## config.mk

```make
export PLATFORM = sky130hd
export DESIGN_NAME = trigger_out_capture
export DESIGN_NICKNAME = d
export VERILOG_FILES = /design/src/rtl/trigger_out_capture_pkg.sv /design/src/rtl/trigger_out_capture_accumulator.sv /design/src/rtl/trigger_out_capture.sv
export SDC_FILE = /design/constraint.sdc
export NUM_CORES = 1
export LEC_CHECK = 0
export BUFFER_PORTS_ARGS = -buffer_cell sky130_fd_sc_hd__buf_2
export CELL_PAD_IN_SITES_DETAIL_PLACEMENT = 1
export CELL_PAD_IN_SITES_GLOBAL_PLACEMENT = 1
export CORE_ASPECT_RATIO = 0.6
export CORE_MARGIN = 2
export CORE_UTILIZATION = 48
export DETAILED_ROUTE_END_ITERATION = 8
export PLACE_DENSITY = 0.94
export REMOVE_ABC_BUFFERS = 1
export SYNTH_ARGS = -nofsm -noshare
export SYNTH_HDL_FRONTEND = slang
export SYNTH_HIERARCHICAL = 1
export SYNTH_SLANG_ARGS = --single-unit
```

## constraint.sdc

```tcl
create_clock -name ti_clock -period 6.2 [get_ports ti_clock]
set_input_delay 1.55 -clock ti_clock [delete_from_list [all_inputs] [get_ports ti_clock]]
set_output_delay 1.55 -clock ti_clock [all_outputs]
set_load 0.01 [all_outputs]
```

## src/rtl/trigger_out_capture_pkg.sv

```systemverilog
// Shared constants and types for the trigger-out capture endpoint.
// Holds the default width, the endpoint address map and the response FSM state encoding.
package trigger_out_capture_pkg;

    localparam int          TRIG_WIDTH  = 16;
    localparam logic [7:0]  TRIG_EP_ADDR = 8'h60;
    // The overflow register sits directly above the trigger endpoint.
    localparam logic [7:0]  OVF_OFFSET  = 8'd1;

    typedef enum logic {
        IDLE = 1'b0,
        RESP = 1'b1
    } resp_state_t;

endpackage : trigger_out_capture_pkg

```

## src/rtl/trigger_out_capture_accumulator.sv

```systemverilog
// Sticky accumulation of user trigger pulses with overflow tracking.
// A host update snapshots and clears both accumulators in one cycle.
module trigger_accumulator
    import trigger_out_capture_pkg::*;
#(
    parameter int WIDTH = TRIG_WIDTH
) (
    input  logic             ti_clock,
    input  logic             ti_reset,
    input  logic [WIDTH-1:0] ep_trigger,
    input  logic             ti_update,
    output logic [WIDTH-1:0] snap,
    output logic [WIDTH-1:0] ovf_snap,
    output logic             pending
);

    logic [WIDTH-1:0] acc;
    logic [WIDTH-1:0] ovf;
    logic [WIDTH-1:0] acc_next;
    logic [WIDTH-1:0] ovf_next;

    // Pulses arriving in the update cycle belong to the snapshot being taken.
    assign acc_next = acc | ep_trigger;
    assign ovf_next = ovf | (acc & ep_trigger);

    // NOTE: sequential state uses non-blocking assignments so every register
    // samples the pre-edge values of its neighbours.
    always_ff @(posedge ti_clock or posedge ti_reset) begin
        if (ti_reset) begin
            acc      <= '0;
            ovf      <= '0;
            snap     <= '0;
            ovf_snap <= '0;
        end else if (ti_update) begin
            snap     <= acc_next;
            ovf_snap <= ovf_next;
            acc      <= '0;
            ovf      <= '0;
        end else begin
            acc      <= acc_next;
            ovf      <= ovf_next;
        end
    end

    assign pending = |acc;

endmodule : trigger_accumulator

```

## src/rtl/trigger_out_capture.sv

```systemverilog
// Device-to-host trigger endpoint: captures user pulses, snapshots on host update,
// and answers host reads at EP_ADDR (snapshot) and EP_ADDR+1 (overflow snapshot).
module trigger_out_capture
    import trigger_out_capture_pkg::*;
#(
    parameter int         WIDTH   = TRIG_WIDTH,
    parameter logic [7:0] EP_ADDR = TRIG_EP_ADDR
) (
    input  logic             ti_clock,
    input  logic             ti_reset,
    input  logic [WIDTH-1:0] ep_trigger,
    input  logic             ti_update,
    input  logic             ti_read,
    input  logic [7:0]       ti_addr,
    output logic [WIDTH-1:0] ti_dataout,
    output logic             ti_dataout_valid,
    output logic             trig_pending
);

    localparam logic [7:0] OVF_ADDR = EP_ADDR + OVF_OFFSET;

    logic [WIDTH-1:0] snap;
    logic [WIDTH-1:0] ovf_snap;
    logic             hit_data;
    logic             hit_ovf;
    resp_state_t      state;
    logic [WIDTH-1:0] resp;
    logic             resp_valid;

    trigger_accumulator #(
        .WIDTH (WIDTH)
    ) u_acc (
        .ti_clock   (ti_clock),
        .ti_reset   (ti_reset),
        .ep_trigger (ep_trigger),
        .ti_update  (ti_update),
        .snap       (snap),
        .ovf_snap   (ovf_snap),
        .pending    (trig_pending)
    );

    assign hit_data = ti_read && (ti_addr == EP_ADDR);
    assign hit_ovf  = ti_read && (ti_addr == OVF_ADDR);

    // Response data is zeroed outside RESP so the output can be OR-combined
    // onto the shared host read bus. A read seen in RESP is accepted at once,
    // giving one response per cycle for back-to-back strobes.
    always_ff @(posedge ti_clock or posedge ti_reset) begin
        if (ti_reset) begin
            state      <= IDLE;
            resp       <= '0;
            resp_valid <= 1'b0;
        end else begin
            case (state)
                IDLE, RESP: begin
                    if (hit_data || hit_ovf) begin
                        state      <= RESP;
                        resp       <= hit_data ? snap : ovf_snap;
                        resp_valid <= 1'b1;
                    end else begin
                        state      <= IDLE;
                        resp       <= '0;
                        resp_valid <= 1'b0;
                    end
                end
                default: begin
                    state      <= IDLE;
                    resp       <= '0;
                    resp_valid <= 1'b0;
                end
            endcase
        end
    end

    assign ti_dataout       = resp;
    assign ti_dataout_valid = resp_valid;

endmodule : trigger_out_capture

```

==> results.md <==
- Post-CTS Resized: 0
- First-pass GRT wire length: 11300 um
- I/O Pins: 46
- WS Path Type: flip-flop to output port
- Sequential area share after synthesis: 0.653
- Setup bufs post-CTS: 0
- Worst Setup Start Kind: flip-flop
- Area of the multi-input gates: 920 um^2
- Util after Layout: 0.566
- Final setup vio count: 0
- Fin nets: 337
- Leakage: 0.00167 uW
- Yosys cell types: 17
- CP arrival: 1.62 ns
- Cts hold-fix bufs: 0
- Gr usage total: 0.221
- Worst-Margin Slew: 1.08 ns
- Die height: 66.3 um
- Routed len/inst: 17.1 um
- Critical path fanouts, max: 3
- Post-DP HPWL: 4550 um
- Initial antenna violation count: 0
- Vias per cell: 5.33
- Final hold violations: 0
- Hold path start: u_acc/ovf[14]
- Worst setup EP type: output port
- Gp weighted congestion: 0.758
- Power Dens Cells: 306 nW/um^2
- Tcrit/Tclk final: 0.511
- Max Clk Rate: 315 MHz
- Peak VDD IR: 0.150 mV
- Pint: 805 uW
- P_sw: 268 uW
- DRC violations left: 0
- CTS tree: yes
- Hold Slack: 0.493 ns
- Layout cell share with drive strength beyond 1: 0.264
- Mapped Avg Cell Area: 11.6 um^2
- Part of the power in registers: 0.545
- RR Startpoint: u_acc/acc[8]
- Total Routed Length: 6810 um
- First-pass detailed-route iteration total: 4
- Clock root cell: clkbuf_8
- Relative slew margins: 0.278
- Most frequent cells in the layout: nor2_1 (81), dfrtp_1 (81), buf_2 (45)
- TNS Setup: 0 ns
- Synth warn: 6
- Clock Latency Late Sink: 0.35 ns
- Placement Rows: 22
- RSZ-0062 raised after global routing: no
- Combinational power share: 0.092
- Register Area: 2030 um^2
- Chip Width: 108 um
- Initial detailed-routing violation count: 87
- Mapped Cells: 268
- Global route overflow: 0
- Critical path origin: u_acc/acc[14]
- P&R area growth vs syn: 12.9%
- Switching share of power: 0.250
- Number of global-route vias before repair: 2276
- Antenna Nets Post-Route: 0
- Largest net degree at the start of global routing: 65
- Register bit total from synthesis: 81
- Initial Util: 0.501
- Final Max Tran Viols: 0
- HP Class: flip-flop to flip-flop
- CTS H-Tree Depth: 3
- Die Area: 7150 um^2
- Number of CTS-inserted buffers: 9
- Synthesized area: 3100 um^2
- Number of max-cap violations: 0
- Clk pwr share: 0.363
- Status: finished clean
- Total number of vias: 2120
- R2R Setup Slk: 5.25 ns
- CTS clk-pin slew, worst paths: 0.07 ns
- Antenna cells: 0
- Clock Sinks: 81
- Max Root-Sink Buffers: 2
- Clk_skew: 0.00709 ns
- CP required: 4.65 ns
- Tmin final: 3.17 ns
- Port bufs: 45
- Filler cells: 692
- Core area: 6190 um^2
==> through the flow <==
step	std cells	power [uW]	cell area, um^2	setup slack, ns
floorplan	251	647	2950	3.05
global placement	382	684	3300	3.11
detailed placement	382	694	3300	2.99
CTS	398	1090	3500	3.01
global route	398	1120	3500	2.93
finish	398	1070	3500	3.03
==> routing by layer <==
layer  GRT usage  vias up  wire length [um]
met3      0.0562       11               263
met2       0.389       40              3480
met1       0.265     1091              2960
li1            -      978                 -
met4      0.0817        0               104
met5           0        -                 0
==> power by group through the flow <==
| stage | Clock (uW) | Sequential (uW) | Combinational [uW] |
|---|---|---|---|
| after floorplan | 0 | 588 | 59.4 |
| after global placement | 0 | 593 | 91.6 |
| after global routing | 421 | 590 | 112 |
| final | 389 | 585 | 98.7 |
| after detailed placement | 0 | 595 | 99.0 |
| after CTS | 400 | 586 | 101 |
==> path summary, 6_finish.rpt <==
| path | endpoint | cells after the start |
|---|---|---|
| setup / recovery | trig_pending | 3 |
| hold / removal | u_acc/ovf[14] | 2 |
| setup reg to reg | u_acc/ovf_snap[8] | 2 |
| hold reg to reg | u_acc/ovf[14] | 2 |
| max in group asynchronous | u_acc/ovf_snap[13] | 3 |
| min in group asynchronous | ti_dataout[4] | 2 |
==> cells in the mapped netlist <==
library cell  count  area (um^2)
a21oi_1          38          190
nor4_1            4         25.0
dfrtp_1          81         2030
nand4bb_1         1         11.3
buf_4             3         22.5
nand4_1           1         6.26
clkbuf_1          1         3.75
nor3_1            7         35.0
or4b_1            1         10.0
buf_6             7         78.8
nor3_2            9         90.1
buf_2             5         25.0
mux2i_1          16          160
inv_1             2         7.51
nor2_1           81          304
buf_12            1         20.0
a21oi_2          10         87.6
==> worst max-delay path, cell delays in order, from the launching register on <==
cell and delay, ns:
dfrtp_1 0.40, nor4_1 0.53, nand4_1 0.17, buf_2 0.17
==> area by class of cell <==
| type | instances | area share |
|---|---|---|
| clock buffer | 11 | 0.0432 |
| inverter | 2 | 0.00214 |
| tap | 84 | 0.0300 |
| sequential | 81 | 0.578 |
| multi-input combinational | 168 | 0.262 |
| timing repair buffer | 47 | 0.0685 |
| clock inverter | 5 | 0.0154 |
==> cells by family (layout without fill, tap and decap cells) <==
kind of cell | Yosys count | in the layout | share of synthesized area
AOI/OAI and AO/OA | 48 | 48 | 0.0895
muxes | 16 | 16 | 0.0516
DFF | 81 | 81 | 0.653
buffers and inverters | 19 | 65 | 0.0508
and+or+nand+nor | 104 | 104 | 0.155
==> registers in the layout, summed over array words and instances (netlist names) <==
signal,cells
u_acc/acc,16
u_acc/snap,16
u_acc/ovf,16
ti_dataout,16
ti_dataout_valid,1
u_acc/ovf_snap,16
Note: power is estimated with default switching activity, not from simulation.
